### src/rtl/alsu_seq_pkg.sv
// Shared types and constants for the nibble-serial ALSU controller.
package alsu_seq_pkg;

    localparam logic [1:0] OPC_ARITH = 2'b00;
    localparam logic [1:0] OPC_LOGIC = 2'b01;
    localparam logic [1:0] OPC_SHR   = 2'b10;
    localparam logic [1:0] OPC_SHL   = 2'b11;

    typedef enum logic [1:0] {
        IDLE,
        RUN,
        DONE
    } state_t;

endpackage

### src/rtl/alsu_seq_alsu.sv
// 4-bit arithmetic-logic-shift unit; purely combinational, shifts zero-filled.
module alsu_seq_alsu
    import alsu_seq_pkg::*;
(
    input  logic [3:0] a,
    input  logic [3:0] b,
    input  logic [3:0] sel,
    input  logic       cin,
    output logic [3:0] f,
    output logic       cout
);

    logic [3:0] y;

    always_comb begin
        y    = '0;
        f    = '0;
        cout = 1'b0;
        case (sel[3:2])
            OPC_ARITH: begin
                case (sel[1:0])
                    2'b00:   y = a;
                    2'b01:   y = ~a;
                    2'b10:   y = '0;
                    default: y = '1;
                endcase
                {cout, f} = {1'b0, b} + {1'b0, y} + {4'b0, cin};
            end
            OPC_LOGIC: begin
                case (sel[1:0])
                    2'b00:   f = a & b;
                    2'b01:   f = a | b;
                    2'b10:   f = a ^ b;
                    default: f = ~b;
                endcase
            end
            OPC_SHR: begin
                f    = {1'b0, a[3:1]};
                cout = a[0];
            end
            default: begin
                f    = {a[2:0], 1'b0};
                cout = a[3];
            end
        endcase
    end

endmodule

### src/rtl/alsu_seq.sv
// Nibble-serial controller around a shared 4-bit ALSU with valid/ready in and out.
// Optional zero flag enabled by defining ALSU_SEQ_FLAGS_EN.
module alsu_seq
    import alsu_seq_pkg::*;
#(
    parameter  int NIBBLES = 4,
    localparam int WIDTH   = 4 * NIBBLES
) (
    input  logic             clk,
    input  logic             rst_n,
    input  logic             in_valid,
    output logic             in_ready,
    input  logic [3:0]       in_op,
    input  logic             in_cin,
    input  logic [WIDTH-1:0] in_a,
    input  logic [WIDTH-1:0] in_b,
    output logic             out_valid,
    input  logic             out_ready,
    output logic [WIDTH-1:0] out_result,
    output logic             out_carry,
    output logic             out_zero
);

    localparam int KW = (NIBBLES > 1) ? $clog2(NIBBLES) : 1;
    localparam logic [KW-1:0] K_LAST = KW'(NIBBLES - 1);

    state_t           state, state_next;
    logic [KW-1:0]    k;
    logic [3:0]       op_q;
    logic [WIDTH-1:0] a_q, b_q, result_q, result_next;
    logic             carry_q, carry_done;
    logic [KW+1:0]    sh;
    logic [WIDTH-1:0] a_sh, b_sh;
    logic [WIDTH:0]   a_hi_sh, a_lo_sh;
    logic [3:0]       alu_f, nib_out;
    logic             alu_cin, alu_cout, last;
    logic [1:0]       opc;

    assign opc = op_q[3:2];
    assign sh  = {k, 2'b00};
    assign last = (k == K_LAST);

    // Neighbour bits for shift patching: a 0 guard bit on each end makes the
    // top nibble (SHR) and nibble 0 (SHL) zero-fill without special cases.
    always_comb begin
        a_sh    = a_q >> sh;
        b_sh    = b_q >> sh;
        a_hi_sh = {1'b0, a_q} >> sh;
        a_lo_sh = {a_q, 1'b0} >> sh;
        alu_cin = (opc == OPC_ARITH) ? carry_q : 1'b0;
    end

    alsu_seq_alsu u_alsu (
        .a    (a_sh[3:0]),
        .b    (b_sh[3:0]),
        .sel  (op_q),
        .cin  (alu_cin),
        .f    (alu_f),
        .cout (alu_cout)
    );

    always_comb begin
        nib_out = alu_f;
        if (opc == OPC_SHR) nib_out[3] = a_hi_sh[4];
        if (opc == OPC_SHL) nib_out[0] = a_lo_sh[0];
        result_next = result_q;
        result_next[sh +: 4] = nib_out;
        case (opc)
            OPC_ARITH: carry_done = alu_cout;
            OPC_LOGIC: carry_done = 1'b0;
            OPC_SHR:   carry_done = a_q[0];
            default:   carry_done = a_q[WIDTH-1];
        endcase
    end

    always_comb begin
        state_next = state;
        in_ready   = 1'b0;
        out_valid  = 1'b0;
        case (state)
            IDLE: begin
                in_ready = 1'b1;
                if (in_valid) state_next = RUN;
            end
            RUN: begin
                if (last) state_next = DONE;
            end
            DONE: begin
                out_valid = 1'b1;
                if (out_ready) state_next = IDLE;
            end
            default: state_next = IDLE;
        endcase
    end

    always_ff @(posedge clk or negedge rst_n) begin
        if (!rst_n) begin
            state     <= IDLE;
            k         <= '0;
            op_q      <= '0;
            a_q       <= '0;
            b_q       <= '0;
            result_q  <= '0;
            carry_q   <= 1'b0;
            out_carry <= 1'b0;
        end else begin
            state <= state_next;
            case (state)
                IDLE: if (in_valid) begin
                    op_q      <= in_op;
                    a_q       <= in_a;
                    b_q       <= in_b;
                    k         <= '0;
                    result_q  <= '0;
                    carry_q   <= in_cin;
                    out_carry <= 1'b0;
                end
                RUN: begin
                    result_q <= result_next;
                    carry_q  <= alu_cout;
                    k        <= last ? '0 : k + 1'b1;
                    if (last) out_carry <= carry_done;
                end
                default: ;
            endcase
        end
    end

    assign out_result = result_q;

`ifdef ALSU_SEQ_FLAGS_EN
    always_ff @(posedge clk or negedge rst_n) begin
        if (!rst_n) begin
            out_zero <= 1'b0;
        end else if (state == IDLE && in_valid) begin
            out_zero <= 1'b0;
        end else if (state == RUN && last) begin
            out_zero <= (result_next == '0);
        end
    end
`else
    assign out_zero = 1'b0;
`endif

endmodule

### config.mk
export PLATFORM = sky130hd
export DESIGN_NAME = alsu_seq
export DESIGN_NICKNAME = d
export VERILOG_FILES = /design/src/rtl/alsu_seq_pkg.sv /design/src/rtl/alsu_seq_alsu.sv /design/src/rtl/alsu_seq.sv
export SDC_FILE = /design/constraint.sdc
export NUM_CORES = 1
export LEC_CHECK = 0
export CELL_PAD_IN_SITES_DETAIL_PLACEMENT = 0
export CELL_PAD_IN_SITES_GLOBAL_PLACEMENT = 1
export CORE_MARGIN = 2
export CORE_UTILIZATION = 37
export CTS_BUF_LIST = sky130_fd_sc_hd__clkbuf_16
export DETAILED_ROUTE_END_ITERATION = 6
export PLACE_DENSITY = 0.81
export SYNTH_ARGS = -nofsm -noshare
export SYNTH_HDL_FRONTEND = slang
export SYNTH_SLANG_ARGS = --single-unit
export TNS_END_PERCENT = 10
### constraint.sdc
create_clock -name clk -period 3.1 [get_ports clk]
set_clock_uncertainty 0.05 [all_clocks]
set_input_delay 0.62 -clock clk [delete_from_list [all_inputs] [get_ports clk]]
set_output_delay 0.62 -clock clk [all_outputs]
set_load 0.05 [all_outputs]
* Word level (Yosys, flattened, before mapping)
Cells that the tools add are included.
Word-level totals: flip-flop bits (word level) 58, output and inout bits 20
Cells by class: add/sub/neg operators 4, equal/unequal tests 11, shift-type cells 6, multiplexer cells 26, bitwise gates (word level) 5, reduce and logical (&&, ||, !) cells 8
Operators by type and width (number):
- one-hot mux 4 bit (3 select lines) | 3
- one-hot mux 16 bit (2 select lines) | 1
- right shift 16 x 4 -> 4 bit | 2
- right shift 17 x 4 -> 1 bit | 1
- bitwise mux 16 bit | 1
- 2-to-1 mux 16 bit | 1
- variable shift 4 x 6 -> 16 bit, first input constant | 1
- variable part select 4 x 6 -> 16 bit | 1
- right shift 16 x 4 -> 5 bit | 1
- equality test 2 bit, second input constant | 5
- 2-to-1 mux 2 bit | 5
- 2-to-1 mux 1 bit | 8
- inverter 4 bit | 2
- equality test 2 x 1 -> 1 bit, second input constant | 3
- logical NOT 2 bit | 3
- inequality test 2 bit, second input constant | 3
- negator 4 -> 6 bit | 1
- one-hot mux 1 bit (3 select lines) | 2
- one-hot mux 2 bit (3 select lines) | 1
- AND reduction 3 bit | 2
- adder 4 x 4 -> 5 bit | 1
- adder 5 x 1 -> 5 bit | 1
- AND 4 bit | 1
- 2-to-1 mux 4 bit | 1
- other kinds (7) | 9

* Longest topological paths before layout
Gate-level depths: netlist (run 1).
depth in word-level cells 11, depth in mapped cells 13, mapped depth without buffers 12

* Cells and area by module
From an unflattened synthesis (run 1), not the netlist that was laid out.
Unflattened totals: cell total of the unflattened synthesis 283, area, all modules 3325.7 µm²
Modules (own cells, without submodules):
- alsu_seq | instances 1, cells an instance 204, area each 2746.4 µm², seq. area each 1451.4 µm²
- alsu_seq_alsu | instances 1, cells an instance 79, area each 579.3 µm², seq. area each 0.0 µm²

* Worst setup path before layout (run 1)
OpenSTA, ideal clock, no wires.
path kind register -> register, from reg k[1], to reg out_carry, arrival 2.861 ns, data required time 2.967 ns, slack 0.107 ns, cell stages (with the launch flop) 13, buffers on the path 1, cells stage by stage dfrtp_1 -> buf_6 -> mux2_1 -> mux2i_2 -> nor2_1 -> xnor2_1 -> fa_1 -> fa_1 -> nand2b_1 -> a211oi_1 -> a21oi_1 -> o21a_1 -> o21ai_0
On the way: longest elaborated chain between the ends 10, elaborated cells between the ends (all ways) 14, classes of those cells add/sub: 2; eq/ne: 2; shift: 2; mux: 6; bitwise: 1; reduce/logical: 1
RTL lines:
- start, declared | line alsu_seq.sv:28 | logic [KW-1:0] k;
- start signal, assigned | line alsu_seq.sv:121 | k <= last ? '0 : k + 1'b1;
- right shift 16 x 4 -> 4 bit | line alsu_seq.sv:46 | a_sh = a_q >> sh;
- inverter 4 bit | line alsu_seq_alsu.sv:23 | 2'b01: y = ~a;
- one-hot mux 4 bit (3 select lines) | line alsu_seq_alsu.sv:21 | case (sel[1:0])
- 2-to-1 mux 4 bit | line alsu_seq_alsu.sv:19 | case (sel[3:2])
- adder 4 x 4 -> 5 bit | line alsu_seq_alsu.sv:27 | {cout, f} = {1'b0, b} + {1'b0, y} + {4'b0, cin};
- adder 5 x 1 -> 5 bit | line alsu_seq_alsu.sv:27
- one-hot mux 1 bit (3 select lines) | line alsu_seq_alsu.sv:19
- one-hot mux 1 bit (3 select lines) | line alsu_seq.sv:68 | case (opc)
- 2-to-1 mux 1 bit | line alsu_seq.sv:122 | if (last) out_carry <= carry_done;
- one-hot mux 1 bit (2 select lines) | line alsu_seq.sv:108 | case (state)
- end signal, assigned | line alsu_seq.sv:122
- end, declared | line alsu_seq.sv:20 | output logic out_carry,
Parallel ways exist; a longest one is shown, timed or not. The select of a mux whose other input is x is not followed. A chain may end at the register's enable or synchronous reset.

* Worst setup path in the final report (run 1)
Same ends and word-level chain as after synthesis.

==> impl_results.md, run 1 <==
* Status: finished, final reports clean
* Mapped Avg Cell Area at 10.8 um^2
* Core footprint at 8680 um^2
* Starting Density at 37.9%
* CTS Buf Count at 9
* Synth Warn # at 0
* Number of synthesized flops with an enable pin at 0
* DRC at 0
* Deepest clock path buffer count at 2
* Final Hold Viols at 0
* Slew @ Worst Pin at 957 ps
* Post-synthesis register bit count at 58
* Async set-reset flop share out of synthesis at 100%
* Routability cong. at 0.838
* PortBufs at 59
* Dpl hpwl at 5.57 mm
* Number of buffers and inverters on the critical path at 0
* Cells after synthesis at 304
* N_diodes at 0
* Cell area after synthesis at 3290 um^2
* Detailed-route vias per instance at 5.05
* Min-delay worst type: primary input to asynchronous set/reset pin
* Routed WL per cell at 15.5 um
* Clock tree root buffer cell: clkbuf_16
* MaxCap Viol Count at 0
* CP required at 3270 ps
* Slew headroom at 36.2%
* Synth cell types at 49
* Crit-path cells: mux2_1 -> mux2i_2 -> nor2_1 -> xnor2_1 -> fa_1 -> fa_1 -> nand2b_1 -> a211oi_2 -> a21oi_1 -> o21a_1 -> o21ai_0
* Grt total ovfl at 0
* WS Path Type: flip-flop to flip-flop
* Crit path top cell by count: fa_1
* First-pass GRT wire length at 12.9 mm
* Slowest stage cell, crit path: fa_1
* I/O pins at 61
* Vias at 2454
* Final Cycle Share at 97.9%
* CP delay by family, top: adder cells
* Nets at 431
* Final setup viols at 0
* Final Non-Filler Cells at 486
* F_max at 0.330 GHz
* Sequential area share after synthesis at 44.2%
* Endpoint class of the critical path: flip-flop
* Die area at 9650 um^2
* Max IR drop VDD at 0.000484 V
* Skew-Pair Late Insertion Delay at 320 ps
* Slew Viols, Final at 0
* Share of cells above drive strength 1 at 22.8%
* Vias in the first global route at 2549
* Initial antenna violation count at 0
* CP max FO at 4
* Post-layout minimum cycle time at 3030 ps
* Synth Net Count at 362
* Pre-CTS WS at 32.6 ps
* Power density cells at 1280 nW/um^2
* Drt total wl at 7.52 mm
* Total power at 5570 uW
* Clock transition at path regs at 50 ps
* Area growth, synth to finish at 32.3%
* Total Routing Usage GR at 16.7%
* Final WS setup at 65.6 ps
* Rows at 34
* Placed cells at 470
* RSZ-0062 raised after global routing: yes
* Chip height at 98.2 um
* Leak at 0.00185 uW
* CP arrival at 3210 ps
* CTS Sinks at 58
* Pre-Repair DR Iteration Count at 4
* ANT nets after route at 0
* Pin count of the biggest net entering global routing at 42
* Top_reg_cell synth: dfrtp_1
* H-tree depth at 3
* Critical Path Max Stage Delay at 460 ps
* Die X-Extent at 98.2 um
* End-of-flow core utilization at 50.1%
* TritonCTS clock tree: done
* DR iter-0 viols at 132
* CP Launch Type: flip-flop
final timing paths:
check,start,endpoint,slack (ps),depth (start not counted)
hold / removal,rst_n,b_q[10],400,1
setup reg to reg,k[1],out_carry,70,11
max in group asynchronous,rst_n,out_result[14],1860,2
hold reg to reg,out_result[1],out_result[1],430,2
setup / recovery,k[1],out_carry,70,11
min in group clk,out_result[1],out_result[1],430,2
worst register-to-register path, delay by kind of cell, from the launching register on:
| kind | cells | cell delay (ps) |
|---|---|---|
| adder cells (fa/ha/maj) | 2 | 870 |
| AND/OR/NAND/NOR | 2 | 250 |
| multiplexers | 2 | 550 |
| XOR/XNOR | 1 | 160 |
| flip-flops | 1 | 420 |
| AO/OA/AOI/OAI | 4 | 650 |
final cells by class:
class                      instances  area, um^2
inverter                          15        56.3
tap                              108         135
clock inverter                     7        85.1
multi-input combinational        216        1700
clock buffer                       9         225
fill                             805        4330
sequential                        58        1450
timing repair buffer              73         691
registers in the layout, summed over array words and instances, names as in the netlist:
signal	flops
out_carry	1
state	2
b_q	16
a_q	16
out_result	16
k	2
carry_q	1
op_q	4
layer usage:
| layer | track usage (%) | wire length (um) | part of all wire [%] | vias up |
|---|---|---|---|---|
| met5 | 0 | 0 | 0 | - |
| met4 | 5.69 | 79 | 1.1 | 0 |
| met3 | 3.08 | 343 | 4.6 | 7 |
| met2 | 26.1 | 3520 | 47 | 62 |
| met1 | 23.6 | 3580 | 48 | 1174 |
| li1 | - | - | - | 1211 |
layout by cell type (no fill, tap or decap), drive strengths merged, types with 2 or more instances in the layout:
cell	count
and2	2
o21ai	31
nand3	4
or2	3
a31oi	2
nand4b	2
mux2i	6
a211oi	4
nor3	4
clkdlybuf4s50	58
clkinv	3
o221ai	3
clkbuf	9
xnor2	4
fa	2
nand3b	2
buf	15
inv	16
mux2	42
nor2b	6
nand2b	9
o31ai	2
xor2	2
bufinv	2
nor2	8
a21oi	10
ha	15
nand2	34
mux4	3
dfrtp	58
a221oi	2
a21o	4
where the power goes:
group	internal, uW	total (uW)	switching (uW)
clock network	693	1030	334
registers	1090	1340	248
logic	1430	3200	1770
total	3210	5570	2350
synthesized netlist by cell type (4+ instances only):
cell	number	share of area (%)
buf_2	7	1.1
nor2b_1	6	1.1
nand2b_1	9	1.7
inv_1	13	1.5
a21oi_1	10	1.5
a211oi_1	4	0.91
nand2_1	34	3.9
ha_1	15	5.7
clkbuf_1	4	0.46
xnor2_1	4	1.1
nand3_1	4	0.61
a21o_1	4	0.91
o21ai_0	15	2.3
dfrtp_1	58	44
mux2_2	38	13
nor2_1	8	0.91
mux2i_1	5	1.5
o21ai_1	14	2.1
per-stage QoR:
step	hold slack [ps]	TNS [ps]	cell area, um^2
final	404	0	4350
after global routing	463	-69.9	4350
after CTS	422	0	4330
after detailed placement	426	0	4020
after global placement	422	0	4020
after floorplan	274	0	3290
cells by family after synthesis:
logic type / after synthesis / share of synthesized area, %
AO/OA/AOI/OAI: 64 / 12.3
XOR/XNOR: 6 / 1.60
adder cells (fa/ha/maj): 17 / 6.93
buffers and inverters: 30 / 4.38
flip-flops: 58 / 44.2
multiplexers: 51 / 18.6
other: 1 / 0.114
AND/OR/NAND/NOR: 77 / 11.9
timing repair:
item / CTS / global route
buffers inserted: 0 / 0
hold buffers: 0 / 0
setup endpoints to repair: 0 / 5
gates resized for setup: 0 / 4
No activity file was read; power rests on OpenSTA's default activity.
==> run 2: changes to the inputs <==
- CAP_MARGIN: unset -> 20
==> results of run 2 <==
Final layout, timing and power as in run 1 (identical DEF).
==> run 3: changes to the inputs <==
- ABC_AREA: unset -> 0
- CORE_UTILIZATION: 37 -> 38
- PLACE_DENSITY: 0.81 -> 0.82
- SYNTH_HIERARCHICAL: unset -> 1
==> run 3 against run 2 <==
Global-route usage up 0.89 points. Hold slack worse by 170 ps. Clock-buffer cell count unchanged. Fmax up 1.9%. Combinational power about the same. Synthesized cell count down 6.9%. Critical endpoint unchanged. Critical path depth up 1.
==> impl_results.md, run 3 <==
* Async set-reset flop share out of synthesis at 100%
* WHS at 234 ps
* CP arrival at 3170 ps
* RSZ-0062 raised after global routing: yes
* Dpl hpwl at 5.75 mm
* Slew @ Worst Pin at 563 ps
* Mapped Avg Cell Area at 11.8 um^2
* Critical Path Max Stage Delay at 540 ps
* Routability cong. at 0.951
* Top cell type's share of synthesized area at 43.6%
* Area contributors post-synth: dfrtp_1 (44%), mux2_1 (10%), ha_1 (5.6%)
* Pin count of the biggest net entering global routing at 37
* Final WS setup at 121 ps
* ANT nets after route at 0
* F_max at 0.336 GHz
* Initial antenna violation count at 0
* Crit-path cells: mux4_2 -> inv_2 -> nor2_2 -> xnor2_1 -> fa_2 -> fa_2 -> and2b_1 -> nor3_1 -> or3_1 -> a22oi_2 -> a22oi_2 -> o21ai_1
* Share of cells above drive strength 1 at 17.6%
* Skew-Pair Late Insertion Delay at 320 ps
* Post-DP Area at 4040 um^2
* Core footprint at 8590 um^2
* DRC at 0
* PortBufs at 59
* Final setup viols at 0
* H-tree depth at 3
* Deepest clock path buffer count at 2
* Synth area leader: dfrtp_1
* Vias at 2412
* DR iter-0 viols at 116
* Post-synthesis register bit count at 58
* CTS Buf Count at 9
* Finished Cell Area at 4400 um^2
* Status: finished, final reports clean
* Detailed-route vias per instance at 5.18
* I/O pins at 61
* Most frequent cells in the layout: dfrtp_1 (58), clkdlybuf4s50_1 (58), mux2_1 (31), inv_1 (23), ha_1 (15)
* Synth Net Count at 341
* Vias in the first global route at 2654
* Final Cycle Share at 96.1%
* Leak at 0.00188 uW
* Max IR drop VDD at 0.000511 V
* Rows at 34
* Starting Density at 38.7%
* TritonCTS clock tree: done
* Worst r2r src: k[1]
* CP Launch Type: flip-flop
* Post-layout minimum cycle time at 2980 ps
* Slew Viols, Final at 0
* CTS Sinks at 58
* N_diodes at 0
* Most common cell in the synthesized netlist: dfrtp_1
* Setup crit start: k[1]
* Number of buffers and inverters on the critical path at 1
* Final Non-Filler Cells at 466
* Sequential area share after synthesis at 43.6%
* Number of synthesized flops with an enable pin at 0
* Area growth, synth to finish at 32.4%
* Cell area after synthesis at 3330 um^2
* Top_reg_cell synth: dfrtp_1
* # hold bufs at CTS at 0
* Endpoint class of the critical path: flip-flop
* Min-delay worst type: primary input to asynchronous set/reset pin
* Pre-CTS WS at 114 ps
* CP required at 3300 ps
* Chip height at 97.6 um
* Clock tree root buffer cell: clkbuf_16
* MaxCap Viol Count at 0
* Drt total wl at 7.81 mm
* Synth Warn # at 6
* Nets at 411
* Final Hold Viols at 0
* Cells after synthesis at 283
* First-pass GRT wire length at 13.1 mm
* Placed cells at 449
* Pre-Repair DR Iteration Count at 4
* Grt total ovfl at 0
* Slew headroom at 62.5%
* Power density cells at 1260 nW/um^2
* Die X-Extent at 97.6 um
* Die area at 9520 um^2
* CP delay by family, top: adder cells
* Total Routing Usage GR at 17.6%
* Slowest stage cell, crit path: mux4_2
* CP max FO at 2
* Commonest cells post-synth: dfrtp_1 (58), mux2_1 (31), inv_1 (24)
* Synth cell types at 51
* Clock transition at path regs at 50 ps
* Routed WL per cell at 16.8 um
* WS Path Type: flip-flop to flip-flop
-- run 3: cell count changes in the layout (fill, tap and decap cells not counted), moves of 4 or more --
cell / previous run / this run
o21ai_1: 15 / 1
a22o_1: 1 / 9
o21ai_0: 14 / 5
nand2_1: 34 / 11
o32ai_1: 0 / 8
nor2_1: 8 / 13
mux2_1: 2 / 31
inv_1: 14 / 23
mux2_2: 38 / 8
mux4_2: 3 / 7
-- run 3: worst reg2reg max path, delay by kind of cell, from the launching register on --
kind,cells,cell delay [ps]
fa+ha+maj,2,700
simple gates,4,610
mux,1,540
compound gates,3,390
flops,1,370
xor+xnor,1,140
buf+inv,1,90
-- run 3: cell families after synthesis --
| logic type | Yosys count | synth area share [%] |
|---|---|---|
| xor gates and xnor gates | 5 | 1.32 |
| adders and majority gates | 17 | 6.85 |
| other | 1 | 0.113 |
| buffers and inverters | 38 | 6.06 |
| DFF | 58 | 43.6 |
| muxes | 50 | 19.3 |
| and+or+nand+nor | 55 | 8.95 |
| AOI/OAI and AO/OA | 59 | 13.8 |
-- run 3: report_power, final --
part           switching (uW)  internal [uW]
registers                 226           1090
clock network             335            700
logic                    1790           1430
total                    2350           3220
-- run 3: layout make-up --
| class | instances | area, um^2 |
|---|---|---|
| Clock buffer | 9 | 225 |
| Sequential cell | 58 | 1450 |
| Tap cell | 108 | 135 |
| Multi-Input combinational cell | 187 | 1710 |
| Fill cell | 754 | 4190 |
| Inverter | 24 | 90.1 |
| Timing Repair Buffer | 73 | 698 |
| Clock inverter | 7 | 93.8 |
-- run 3: metal layers --
metal  track usage [%]  up-vias  routed length, um
met5                 0        -                  0
met4              7.91        0                157
met3              3.24       15                281
met2              30.4       56               3980
met1              21.4     1181               3390
li1                  -     1160                  -
-- run 3: stage by stage --
stage	total power (uW)	TNS, ps	util, %
3_3_place_gp	4320	0	47.0
2_1_floorplan	3600	0	-
6_report	5570	0	51.3
3_5_place_dp	4400	0	47.0
4_1_cts	5490	0	50.8
5_1_grt	6010	-30.4	51.3
-- run 3: worst paths after layout --
kind,cells after the start,end,slack [ps]
setup / recovery,12,out_carry,120
hold / removal,1,b_q[3],230
setup reg to reg,12,out_carry,120
hold reg to reg,1,b_q[11],430
max in group asynchronous,2,out_result[10],2060
min in group clk,1,b_q[11],430
-- run 3: repair_timing --
item | in CTS | in global routing
buffers inserted | 0 | 1
resized for setup | 0 | 8
endpoints found under the setup margin | 0 | 10
==> RTL change 1: new RTL, flow settings as in run 3 <==
Change the parameter `NIBBLES` from 4 to 8.
--- a/src/rtl/alsu_seq.sv
+++ b/src/rtl/alsu_seq.sv
@@ -3,7 +3,7 @@
 module alsu_seq
     import alsu_seq_pkg::*;
 #(
-    parameter  int NIBBLES = 4,
+    parameter  int NIBBLES = 8,
     localparam int WIDTH   = 4 * NIBBLES
 ) (
     input  logic             clk,
Ports: changed (resized in_a, in_b and out_result); port bits go from 61 to 109. No check against the original RTL was run, so the function may have changed too.
==> RTL change 1 against run 3 <==
  * The flow now finishes with violations (setup timing)
  * Worst setup slack got worse by 0.18 ns
  * Sequential cell count increased by 49
  * Wire length increased by 77%
  * Final area increased by 68%
  * Maximum frequency decreased by 5.7%
  * Synthesized cell count increased by 110%
  * Total power increased by 64%
  * Non-clock buffer count increased by 72
  * Synthesized area increased by 68%
  * Count of clock-buffer cells in the layout unchanged
==> RTL change 1: results (changes against run 3) <==
run_status: "finished, violations left"
violations: "setup timing"
dp.final_hpwl_um: 10700  # +86%
insertion_delay_ns: 0.35  # +0.03 ns
grt_pass1_wl_um: 22700  # +73%
layout-drive-gt1-share: 0.152  # -0.0244
yosysSeqAreaShare: 0.478  # +0.0418
clk_share: 0.0373  # -0.0352
power.switching_mw: 4.14  # +76%
antenna_cells: 1  # +1
vias_per_cell: 5.02  # -2.9%
comb_cell_power_mw: 5.64  # +75%
drtIter0Drc: 209  # +80%
worst_slack_ns: -0.0600  # -0.181 ns
path_delay_family: "simple AND/OR/NAND/NOR gates"
buffers: 145  # +99%
post_cts_resized: 3  # +3
arrival_ns: 3.39  # +0.22 ns
met1_length_um: 6270  # +85%
grt_max_degree: 60  # +62%
setup_viol: 7  # +7
grt_util_met1: 0.237  # +0.0225
cts_buffers: 9  # unchanged
fin_tns_setup_ns: -0.217  # -0.217 ns
core_um2: 14500  # +68%
seq_cell_count: 107  # +84%
nets: 807  # +96%
via_count: 4542  # +88%
port_buffers: 107  # +81%
wl_met3_um: 574  # +100%
power_frac_clock: 0.117  # -0.069
antenna_found_initial: 1  # +1
track_usage: 0.181  # +0.00442
routed_wl_um: 13800  # +77%
fill_cells: 1320  # +75%
holdWs_ns: 0.227  # -0.00637 ns
placed_cells: 886  # +97%
dr.max_layer_used: "met4"
wl_met2_um: 6670  # +67%
multiInputCombCellCount: 430  # +130%
inverters: 21  # -13%
synthTopCellsByCount: "nand2_1, dfrtp_1, inv_1"
clkTransAtPathRegs_ns: 0.07  # +0.02 ns
r2r_cells: 14  # +2
grt_pass1_vias: 4692  # +77%
seq_area_um2: 2680  # +85%
gp_congestion: 0.808  # -15%
post-place-ws_ns: -0.144  # -0.258 ns
ir_worst_vdd_mv: 0.485  # -5.2%
synth_fp_nets: 683  # +100%
ys_top_cells_by_area: "dfrtp_1, nand2_1, mux4_2"
dpl_cell_area_um2: 7060  # +75%
total_power_mw: 9.13  # +64%
p_leak_nw: 3.51  # +87%
worstPathMaxFanout: 3  # +1
## RTL change 1: cell count changes after synthesis, sizes merged, moves of 4 or more
cell / delta
a21o: -4
buf: +8
mux2: -36
dfrtp: +49
nand3: +8
mux4: +10
clkbuf: +10
o32ai: -7
nor3: +4
o2bb2ai: +6
nand2: +232
mux2i: +6
inv: -4
a22o: +8
## RTL change 1: kinds of logic (layout without fill, tap and decap cells)
kind of cell    after synthesis  after routing  share of synthesized area
xor+xnor                      5              5                    0.00782
simple gates                308            308                      0.229
other cells                   1              2                   0.000670
mux                          30             30                     0.0939
buf+inv                      53            182                     0.0447
fa+ha+maj                    20             20                     0.0474
flops                       107            107                      0.478
compound gates               66             66                     0.0983
## RTL change 1: worst max-delay path by stage
stage,end,cells past startpoint,startpoint
global route,out_carry,14,k[1]
detailed placement,out_result[1],13,k[1]
finish,out_carry,14,k[0]
CTS,out_carry,14,k[0]
floorplan,out_carry,16,k[0]
global placement,out_result[1],13,k[0]
==> RTL change 2: new RTL, settings of run 3 <==
Made on the original files. Encoding of `state_t`: now one-hot (3 bits for 3 states).
--- a/src/rtl/alsu_seq_pkg.sv
+++ b/src/rtl/alsu_seq_pkg.sv
@@ -6,10 +6,10 @@
     localparam logic [1:0] OPC_SHR   = 2'b10;
     localparam logic [1:0] OPC_SHL   = 2'b11;
 
-    typedef enum logic [1:0] {
-        IDLE,
-        RUN,
-        DONE
+    typedef enum logic [2:0] {
+        IDLE = 3'b001,
+        RUN  = 3'b010,
+        DONE = 3'b100
     } state_t;
 
 endpackage
Formal check against the unedited RTL: no difference found for any inputs over 10 cycles, from zero or initial values and one cycle with rst_n low; not proved beyond that.
==> RTL change 2 against run 3 <==
  * The flow now finishes with violations (setup timing)
  * Sequential cell count rose by 1
  * Synthesized area rose by 1.7%
  * Largest cell class unchanged
  * Total power fell by 7.0%
  * Wire length fell by 0.97%
  * Synthesized cell count did not move
  * First-iteration DRC count fell by 5.2%
  * Global-route usage fell by 0.26 points
  * Final area rose by 0.97%
  * Worst setup slack got worse by 0.13 ns
  * Critical path depth did not move
  * Utilization barely moved
==> RTL change 2: results (changes against run 3) <==
grt_pass1_vias: 2545  # -4.1%
p_seq_mw: 1.30
synth_fp_nets: 341  # unchanged
cts_buffers: 9  # unchanged
ys_top_cells_by_area: "dfrtp_1, mux2_2, ha_1"
grt_max_degree: 43  # +16%
synthCells: 283  # unchanged
hp-class: "input port to async pin"
gp_congestion: 0.771  # -19%
yosysWarnings: 6  # unchanged
port_buffers: 59  # unchanged
max-clock-path-buffers: 2  # unchanged
ir_worst_vdd_mv: 0.488  # -4.5%
vias_per_cell: 5.27  # +1.9%
antenna_found_initial: 0  # unchanged
grt_pass1_wl_um: 13300  # +1.3%
worst_slack_ns: -0.0132  # -0.134 ns
setup_viol: 1  # +1
nets: 409  # -0.49%
cts_root_buffer: "clkbuf_16"
placed_cells: 445  # -0.89%
violations: "setup timing"
synthTopCellsByCount: "dfrtp_1, mux2_2, inv_1"
track_usage: 0.174  # -0.00263
synth.distinct_cells: 55  # +7.8%
fill_cells: 807  # +7.0%
worstPathMaxFanout: 2  # unchanged
routed_wl_um: 7740  # -0.97%
p_clk_mw: 1.03
layout-drive-gt1-share: 0.216  # +0.0403
run_status: "finished, violations left"
h-tree-depth: 3  # unchanged
post-place-ws_ns: -0.0289  # -0.143 ns
arrival_ns: 3.32  # +0.15 ns
async_reset_ff_frac: 1.00  # unchanged
power.switching_mw: 2.08  # -11%
via_count: 2447  # +1.5%
p_leak_nw: 1.86  # -0.58%
yosysSeqAreaShare: 0.437  # +0.000665
insertion_delay_ns: 0.33
drt_first_pass_iters: 4  # unchanged
antenna_cells: 0  # unchanged
drtIter0Drc: 110  # -5.2%
clkTransAtPathRegs_ns: 0.05  # about the same
dp.final_hpwl_um: 5660  # -1.5%
worst_slew_pin_slew_ns: 0.589  # +0.0267 ns
## RTL change 2: changes by cell type in the layout (fill, tap and decap cells not counted), moves of 4 or more
cell      change
nand3b_1      +5
mux2_2       +19
mux2_1       -20
nor3b_1       +4
## RTL change 2: layout make-up
type                       count  area [um2]  area share
tap                          108         135      0.0304
timing repair buffer          73         719       0.162
clock buffer                   9         225      0.0506
sequential                    59        1480       0.332
clock inverter                 7        85.1      0.0191
multi-input combinational    188        1730       0.389
inverter                      20        75.1      0.0169
## RTL change 2: path summary, 6_finish.rpt
| path | slack [ns] | to | cells after the start | start |
|---|---|---|---|---|
| max | -0.01 | out_carry | 12 | k[1] |
| min | 0.13 | b_q[15] | 1 | rst_n |
| max reg2reg | -0.01 | out_carry | 12 | k[1] |
| min reg2reg | 0.44 | a_q[6] | 1 | a_q[6] |
| max in group asynchronous | 2.16 | out_result[14] | 3 | rst_n |
| min in group clk | 0.44 | a_q[6] | 1 | a_q[6] |
## RTL change 2: layer usage
| metal | GRT usage | vias to the layer above | share of wire |
|---|---|---|---|
| met3 | 0.0387 | 12 | 0.047 |
| met4 | 0.0601 | 0 | 0.016 |
| met5 | 0 | - | 0 |
| met1 | 0.246 | 1202 | 0.48 |
| met2 | 0.264 | 65 | 0.45 |
| li1 | - | 1168 | - |
## RTL change 2: metrics by stage
stage	cell area, um2	hold WS (ns)	total power [mW]	setup TNS [ns]
2_1_floorplan	3400	0.274	3.40	-0.0791
4_1_cts	4410	0.431	5.15	0
6_report	4450	0.134	5.17	-0.0132
3_3_place_gp	4100	0.416	4.02	0
5_1_grt	4450	0.153	5.60	-0.190
3_5_place_dp	4100	0.433	4.09	-0.0289
## RTL change 2: cells by family (layout without fill, tap and decap cells)
group | Yosys count | after routing | share of synthesized area
buf+inv | 36 | 109 | 0.0537
simple gates | 57 | 57 | 0.103
flops | 59 | 59 | 0.437
fa+ha+maj | 17 | 17 | 0.0674
xor+xnor | 5 | 5 | 0.0130
mux | 51 | 51 | 0.195
compound gates | 57 | 57 | 0.130
other cells | 1 | 1 | 0.00111
## RTL change 2: repair_timing
action | 4_1_cts | 5_1_grt
hold buffers | 0 | 0
pin swaps | 2 | 0
resized for setup | 0 | 2
endpoints found under the setup margin | 1 | 7
buffers inserted | 0 | 2
## RTL change 2: worst max-delay path, cell delays in order (launching register included)
cell and delay, ns:
dfrtp_1 0.37, mux4_2 0.55, inv_2 0.09, nor2_2 0.04, xnor2_1 0.15, fa_2 0.37, fa_2 0.35, and2b_1 0.22
nor3_1 0.04, or3_1 0.32, a22oi_2 0.15, a22o_1 0.16, a32o_1 0.17
